[src/rtl/keypad_emulator.sv]
// Switch side of a 4x5 matrix keypad: turns "press key K for N cycles" requests
// into open-drain pull-downs on keyX/keyY, with repeatable LFSR contact bounce.
module keypad_emulator #(
    parameter int         BOUNCE_CYC = 64,
    parameter int         GAP_CYC    = 256,
    parameter logic [7:0] LFSR_SEED  = 8'hA5
) (
    input  logic        clk,
    input  logic        rst_n,
    input  logic [3:0]  keyX_in,
    input  logic [4:0]  keyY_in,
    output logic [3:0]  keyX_pd,
    output logic [4:0]  keyY_pd,
    input  logic        req_valid,
    output logic        req_ready,
    input  logic [4:0]  req_code,
    input  logic [15:0] req_hold,
    output logic        busy,
    output logic        done,
    output logic        code_err
);

    typedef enum logic [2:0] {
        S_IDLE,
        S_BOUNCE_IN,
        S_HOLD,
        S_BOUNCE_OUT,
        S_GAP
    } state_t;

    localparam logic [15:0] BOUNCE_LD = 16'(BOUNCE_CYC);
    localparam logic [15:0] GAP_LD    = 16'(GAP_CYC);

    state_t      state;
    logic [15:0] cnt;
    logic [4:0]  code_q;
    logic [15:0] hold_q;
    logic [7:0]  lfsr;
    logic [7:0]  lfsr_next;
    logic        contact;
    logic [15:0] hold_in;
    logic [1:0]  x_q;
    logic [2:0]  y_q;
    logic [7:0]  ky_ext;

    // x^8+x^6+x^5+x^4+1, shifted towards the MSB
    assign lfsr_next = {lfsr[6:0], lfsr[7] ^ lfsr[5] ^ lfsr[4] ^ lfsr[3]};
    assign hold_in   = (req_hold == 16'd0) ? 16'd1 : req_hold;
    assign x_q       = code_q[1:0];
    assign y_q       = code_q[4:2];
    assign ky_ext    = {3'b111, keyY_in};

    always_ff @(posedge clk) begin
        if (!rst_n) begin
            state     <= S_IDLE;
            cnt       <= '0;
            lfsr      <= LFSR_SEED;
            contact   <= 1'b0;
            busy      <= 1'b0;
            done      <= 1'b0;
            code_err  <= 1'b0;
            req_ready <= 1'b0;
        end else begin
            done     <= 1'b0;
            code_err <= 1'b0;
            case (state)
                S_IDLE: begin
                    req_ready <= 1'b1;
                    contact   <= 1'b0;
                    if (req_valid && req_ready) begin
                        code_q    <= req_code;
                        hold_q    <= hold_in;
                        busy      <= 1'b1;
                        req_ready <= 1'b0;
                        if (req_code[4:2] > 3'd4) begin
                            // no such row: skip the contact entirely, still honour the gap
                            code_err <= 1'b1;
                            if (GAP_CYC == 0) begin
                                state     <= S_IDLE;
                                busy      <= 1'b0;
                                req_ready <= 1'b1;
                                done      <= 1'b1;
                            end else begin
                                state <= S_GAP;
                                cnt   <= GAP_LD;
                            end
                        end else if (BOUNCE_CYC > 0) begin
                            state   <= S_BOUNCE_IN;
                            cnt     <= BOUNCE_LD;
                            contact <= (BOUNCE_CYC == 1) ? 1'b1 : lfsr[0];
                        end else begin
                            state   <= S_HOLD;
                            cnt     <= hold_in;
                            contact <= 1'b1;
                        end
                    end
                end

                S_BOUNCE_IN: begin
                    lfsr <= lfsr_next;
                    if (cnt == 16'd1) begin
                        state   <= S_HOLD;
                        cnt     <= hold_q;
                        contact <= 1'b1;
                    end else begin
                        cnt     <= cnt - 16'd1;
                        contact <= (cnt == 16'd2) ? 1'b1 : lfsr_next[0];
                    end
                end

                S_HOLD: begin
                    if (cnt == 16'd1) begin
                        if (BOUNCE_CYC > 0) begin
                            state   <= S_BOUNCE_OUT;
                            cnt     <= BOUNCE_LD;
                            contact <= (BOUNCE_CYC == 1) ? 1'b0 : lfsr[0];
                        end else if (GAP_CYC == 0) begin
                            state     <= S_IDLE;
                            contact   <= 1'b0;
                            busy      <= 1'b0;
                            req_ready <= 1'b1;
                            done      <= 1'b1;
                        end else begin
                            state   <= S_GAP;
                            cnt     <= GAP_LD;
                            contact <= 1'b0;
                        end
                    end else begin
                        cnt <= cnt - 16'd1;
                    end
                end

                S_BOUNCE_OUT: begin
                    lfsr <= lfsr_next;
                    if (cnt == 16'd1) begin
                        contact <= 1'b0;
                        if (GAP_CYC == 0) begin
                            state     <= S_IDLE;
                            busy      <= 1'b0;
                            req_ready <= 1'b1;
                            done      <= 1'b1;
                        end else begin
                            state <= S_GAP;
                            cnt   <= GAP_LD;
                        end
                    end else begin
                        cnt     <= cnt - 16'd1;
                        contact <= (cnt == 16'd2) ? 1'b0 : lfsr_next[0];
                    end
                end

                S_GAP: begin
                    contact <= 1'b0;
                    if (cnt == 16'd1) begin
                        state     <= S_IDLE;
                        busy      <= 1'b0;
                        req_ready <= 1'b1;
                        done      <= 1'b1;
                    end else begin
                        cnt <= cnt - 16'd1;
                    end
                end

                default: begin
                    state     <= S_IDLE;
                    contact   <= 1'b0;
                    busy      <= 1'b0;
                    req_ready <= 1'b1;
                end
            endcase
        end
    end

    // Zero-delay switch: each side is gated only by the opposite line, never its own.
    always_comb begin
        keyX_pd = '0;
        keyY_pd = '0;
        for (int i = 0; i < 4; i++) begin
            keyX_pd[i] = contact && (x_q == 2'(i)) && !ky_ext[y_q];
        end
        for (int j = 0; j < 5; j++) begin
            keyY_pd[j] = contact && (y_q == 3'(j)) && !keyX_in[x_q];
        end
    end

endmodule

[config.mk]
export PLATFORM = sky130hd
export DESIGN_NAME = keypad_emulator
export DESIGN_NICKNAME = d
export VERILOG_FILES = /design/src/rtl/keypad_emulator.sv
export SDC_FILE = /design/constraint.sdc
export NUM_CORES = 1
export LEC_CHECK = 0
export CELL_PAD_IN_SITES_DETAIL_PLACEMENT = 0
export CELL_PAD_IN_SITES_GLOBAL_PLACEMENT = 1
export CORE_MARGIN = 2
export CORE_UTILIZATION = 42
export CTS_BUF_LIST = sky130_fd_sc_hd__clkbuf_4
export DETAILED_ROUTE_END_ITERATION = 6
export MAX_ROUTING_LAYER = met4
export PLACE_DENSITY_LB_ADDON = 0.1
export SETUP_SLACK_MARGIN = 0.15
export SYNTH_ARGS = -nofsm -noshare
export SYNTH_HDL_FRONTEND = slang
export SYNTH_SLANG_ARGS = --single-unit
[constraint.sdc]
create_clock -name clk -period 3.1 [get_ports clk]
set_input_delay 0.62 -clock clk [delete_from_list [all_inputs] [get_ports clk]]
set_output_delay 0.62 -clock clk [all_outputs]
set_load 0.02 [all_outputs]
# Word-level counts from Yosys, hierarchy flattened
# Index checks and enable logic that the tools add are counted.
# op_classes
add_sub_neg,1
order_cmp,3
eq_ne,19
mux,34
bitwise_logic,4
n_reduce_logical,34
# op_table
cell,n
$mux 16,5
$pmux 16 s5,1
$logic_and 1x1->1,19
$mux 3,6
$eq 16x1->1 const B,1
$eq 16x2->1 const B,1
$logic_not 16->1,1
$sub 16x1->16 const B,1
$mux 1,15
$pmux 3 s5,1
$eq 3x2->1 const B,4
$ne 2x2->1 const B,6
$mux 9,1
$reduce_and 3->1,3
$eq 3x1->1 const B,2
$eq 3x3->1 const B,2
$logic_not 3->1,2
$pmux 1 s3,2
$reduce_and 5->1,1
$reduce_bool 5->1,1
$eq 2x2->1 const B,2
$lt 3x4->1 const B,1
$pmux 1 s4,1
$reduce_and 2->1,2
11 further kinds,14
# totals
register_bits,53
input_bits,33
out_inout_bits,13
wordCells,105

# Depth between registers and ports, before layout
# depth
ltp_word,6
mapped_depth,9
mapped_depth_nobuf,7

# Worst setup path before layout
# Ideal clock, no wire load.
# synth_timing
path_type,input to output
startpoint,input port keyX_in[3]
endpoint,output port keyY_pd[2]
arrival_time_ns,2.062
t_required_ns,2.480
path_slack_ns,0.418
path_stages,4
path_buffers,0
cell_sequence,mux4_2 > nand2b_1 > or2_2 > nor3b_1
# synth_between
elab_chain_cells,4
# synth_lines
item,line,source
start: declaration,10,"input logic [3:0] keyX_in,"
$bmux 1 s2,182,keyY_pd[j] = contact && (y_q == 3'(j)) && !keyX_in[x_q];
$mux 1 (not written as such),182,
$logic_not 1->1,182,
$logic_and 1x1->1,182,
end: declaration,13,"output logic [4:0] keyY_pd,"
# Every way passes these cells. The select of a mux whose other input is x is not followed.

# Final worst setup path
# layout_timing
startpoint,input port keyX_in[2]
endpoint,output port keyY_pd[2]
# Same word-level chain as after synthesis.

==> out/qor.csv <==
stage,metric,value,unit
power,sequential fraction of design power,0.469,
clock_tree,CTS Hold Bufs,0,
worst_setup_path,r2r worst-path depth,6,
timing,Min Hold Slack,466,ps
logic_synthesis,Async SR Flop Fraction,0,
worst_setup_path,crit-path max FO,3,
logic_synthesis,Area contributors post-synth,"dfxtp_1 (23%), edfxtp_1 (23%), nand2_1 (4.0%), clkbuf_1 (3.5%), xnor2_1 (3.1%)",
power,switching part of the total,0.326,
placed_design,hpwl dp,4510,um
timing,"Slew Viols, Final",0,
clock_tree,CTS H-tree depth,2,
logic_synthesis,number of flops mapped to enable cells by yosys,21,
power,combinational group share of total power,0.318,
die,Die H,85.5,um
drt,Total Routed Length,6200,um
die,core area,0.00639,mm^2
power,Int Pwr,1.23,mW
global_routing,first-pass GRT wire length,10600,um
timing,worst-margin pin slew,685,ps
layout,fill count,598,
logic_synthesis,YS warnings,0,
power,clock power share,0.213,
global_routing,vias in the first global route,2158,
drt,drt drc,0,
layout,Post-layout nets,366,
die,Initial Utilization,0.437,
drt,post-DR vias/cell,5.66,
power,leakage dissipation,1.25,nW
worst_setup_path,worst path arrival time,2290,ps
logic_synthesis,Synth area leader,dfxtp_1,
layout,n_diodes,0,
logic_synthesis,"Seq/Total Area, Yosys",0.455,
worst_setup_path,R2R Setup Slk,610,ps
timing,final setup skew,11.2,ps
timing,Tmin final,2910,ps
layout,synth-to-layout area growth,19.3,%
logic_synthesis,"top cells by count, synth","dfxtp_1 (32), nand2_1 (30), clkbuf_1 (26)",
worst_setup_path,CP Launch Type,input pin,
logic_synthesis,cells after synthesis,303,
global_routing,antenna violations before repair,0,
job,max-cap viol count,0,
power,Pwr per Cell Area,547,mW/mm^2
clock_tree,Worst-path clk slew,140,ps
worst_setup_path,Crit Reg-Reg Endpoint,cnt[14]$_SDFFE_PN0P_,
placed_design,port bufs,45,
logic_synthesis,Yosys top cell area share,0.229,
layout,ratio of cells with drive above 1 in the final layout,0.0997,
clock_tree,Root Buffer Master,clkbuf_4,
worst_hold_path,Hold Crit Class,register to register,
placed_design,Inst Count DP,400,
logic_synthesis,syn_area_per_cell,9.22,um^2
timing,Final setup viols,0,
timing,RSZ-0062 raised after global routing,true,
drt,Pre-antenna DRT Iters,4,
worst_setup_path,FF-to-FF Start,cnt[0]$_SDFFE_PN0P_,
timing,Fin. Hold Viols,0,
status,status,finished clean,
worst_hold_path,Cells on Worst Hold Path,2,
layout,fin cells,408,
clock_tree,Sink Count,53,
clock_tree,Clock Tree Buf Depth,2,
worst_setup_path,Critical Path End Type,primary output,
drt,vias,2309,
global_routing,GRT Total Usage,0.186,
die,row cnt,29,
drt,DRT iter0 DRCs,168,
worst_hold_path,Hold EP,cnt[11]$_SDFFE_PN0P_,
logic_synthesis,Syn Nets,339,
logic_synthesis,Yosys reg bits,53,
worst_hold_path,Hold Startpoint,hold_q[11]$_SDFFCE_PN0P_,
logic_synthesis,post-synth cell types,59,
logic_synthesis,"Primary FF master, synth",dfxtp_1,
worst_setup_path,crit path kind,input pin to primary output,
logic_synthesis,top-count cell post-synth,dfxtp_1,
worst_setup_path,critical path required time,2480,ps
global_routing,GR Overflow Total,0,
drt,DRT antenna net count,0,
clock_tree,worst-skew pair later-pin latency,370,ps
power,worst-case vdd ir drop,0.367,mV
die,Die X,85.5,um
timing,max_slew headroom,0.532,
drt,DR WL/cell,15.2,um
timing,fmax,0.343,GHz
die,IO Pins,46,
clock_tree,CTS buffer count,5,
timing,period utilization,0.939,
global_routing,pin count of the biggest net entering global routing,23,
logic_synthesis,cell area after synthesis,0.00279,mm^2
power,Sw Pwr,0.595,mW
die,Die ar.,0.00732,mm^2
placed_design,routability cong.,0.820,
clock_tree,CTS tree,built,
[metrics by stage]
step	instance area (um^2)	total power, mW	util	setup WS, ps	setup TNS (ps)
final	3330	1.82	0.522	188	0
after detailed placement	3260	1.44	0.510	-276	-1170
after global routing	3330	1.94	0.522	117	0
after global placement	3260	1.44	0.510	-271	-1100
after floorplan	2790	1.31	-	418	0
after CTS	3320	1.83	0.519	150	0
[kinds of logic after synthesis]
group,count (synthesis),share of synthesized area
DFF,53,0.455
and+or+nand+nor,122,0.235
xor gates and xnor gates,11,0.0345
muxes,5,0.0224
buffers and inverters,41,0.0663
adders and majority gates,3,0.0134
AOI/OAI and AO/OA,68,0.173
[registers in the layout, indices dropped and copies added (netlist names)]
signal and flops:
code_err 1, contact 1, code_q 5, lfsr 8, cnt 16, hold_q 16
state 3, done 1, req_ready 1, busy 1
[per-layer routing]
metal	global-route usage	vias up	part of all wire	wire, um
li1	-	1157	-	-
met1	0.260	1095	0.49	3050
met2	0.281	52	0.44	2740
met3	0.0298	5	0.056	348
met4	0.0476	0	0.010	62
met5	-	-	0	0
[cell usage in the layout, fill, tap and decap left out, types with 6 or more instances in the layout]
master / Yosys / final
a21boi_0: 6 / 6
a21oi_1: 8 / 8
buf_4: 2 / 7
clkbuf_4: 0 / 6
clkdlybuf4s50_1: 0 / 36
dfxtp_1: 32 / 32
edfxtp_1: 21 / 21
inv_1: 9 / 9
nand2_1: 30 / 30
nand3_1: 10 / 10
nor2_1: 21 / 20
nor3_1: 17 / 17
nor4_1: 10 / 10
o21ai_0: 13 / 13
o21ai_1: 6 / 6
xnor2_1: 10 / 10
[power by group through the flow]
stage	Clock (mW)	Sequential [mW]	Combinational [mW]
floorplan	0	0.856	0.455
global placement	0	0.870	0.575
detailed placement	0	0.871	0.573
CTS	0.401	0.855	0.576
global route	0.430	0.867	0.646
finish	0.388	0.855	0.579
[critical path, stage by stage]
cell,delay (ps)
clkdlybuf4s50_1,400
mux4_2,450
nand2b_1,170
or2_2,310
nor3b_2,170
buf_2,180
[layout make-up]
| cell class | instances | area, um^2 | area share |
|---|---|---|---|
| flip-flops and latches | 53 | 1270 | 0.382 |
| repair buffers | 52 | 503 | 0.151 |
| clock inverters | 2 | 33.8 | 0.0101 |
| multi-input cells | 209 | 1350 | 0.405 |
| well taps | 77 | 96.3 | 0.0289 |
| clock buffers | 6 | 45.0 | 0.0135 |
| inverters | 9 | 33.8 | 0.0101 |
[worst max path at each step]
stage,from,end,slack (ps)
6_report,keyX_in[2],keyY_pd[2],190
5_1_grt,keyX_in[3],keyY_pd[1],120
4_1_cts,keyX_in[2],keyY_pd[3],150
3_5_place_dp,keyX_in[3],keyY_pd[2],-280
3_3_place_gp,keyX_in[3],keyY_pd[2],-270
2_1_floorplan,keyX_in[3],keyY_pd[2],420
[repair_timing]
item                                   CTS  global route
setup buffers                            0             0
endpoints found under the hold margin    0             0
setup endpoints to repair                5             7
gates resized for setup                 24             8
Power figures use the tool's default switching activity.
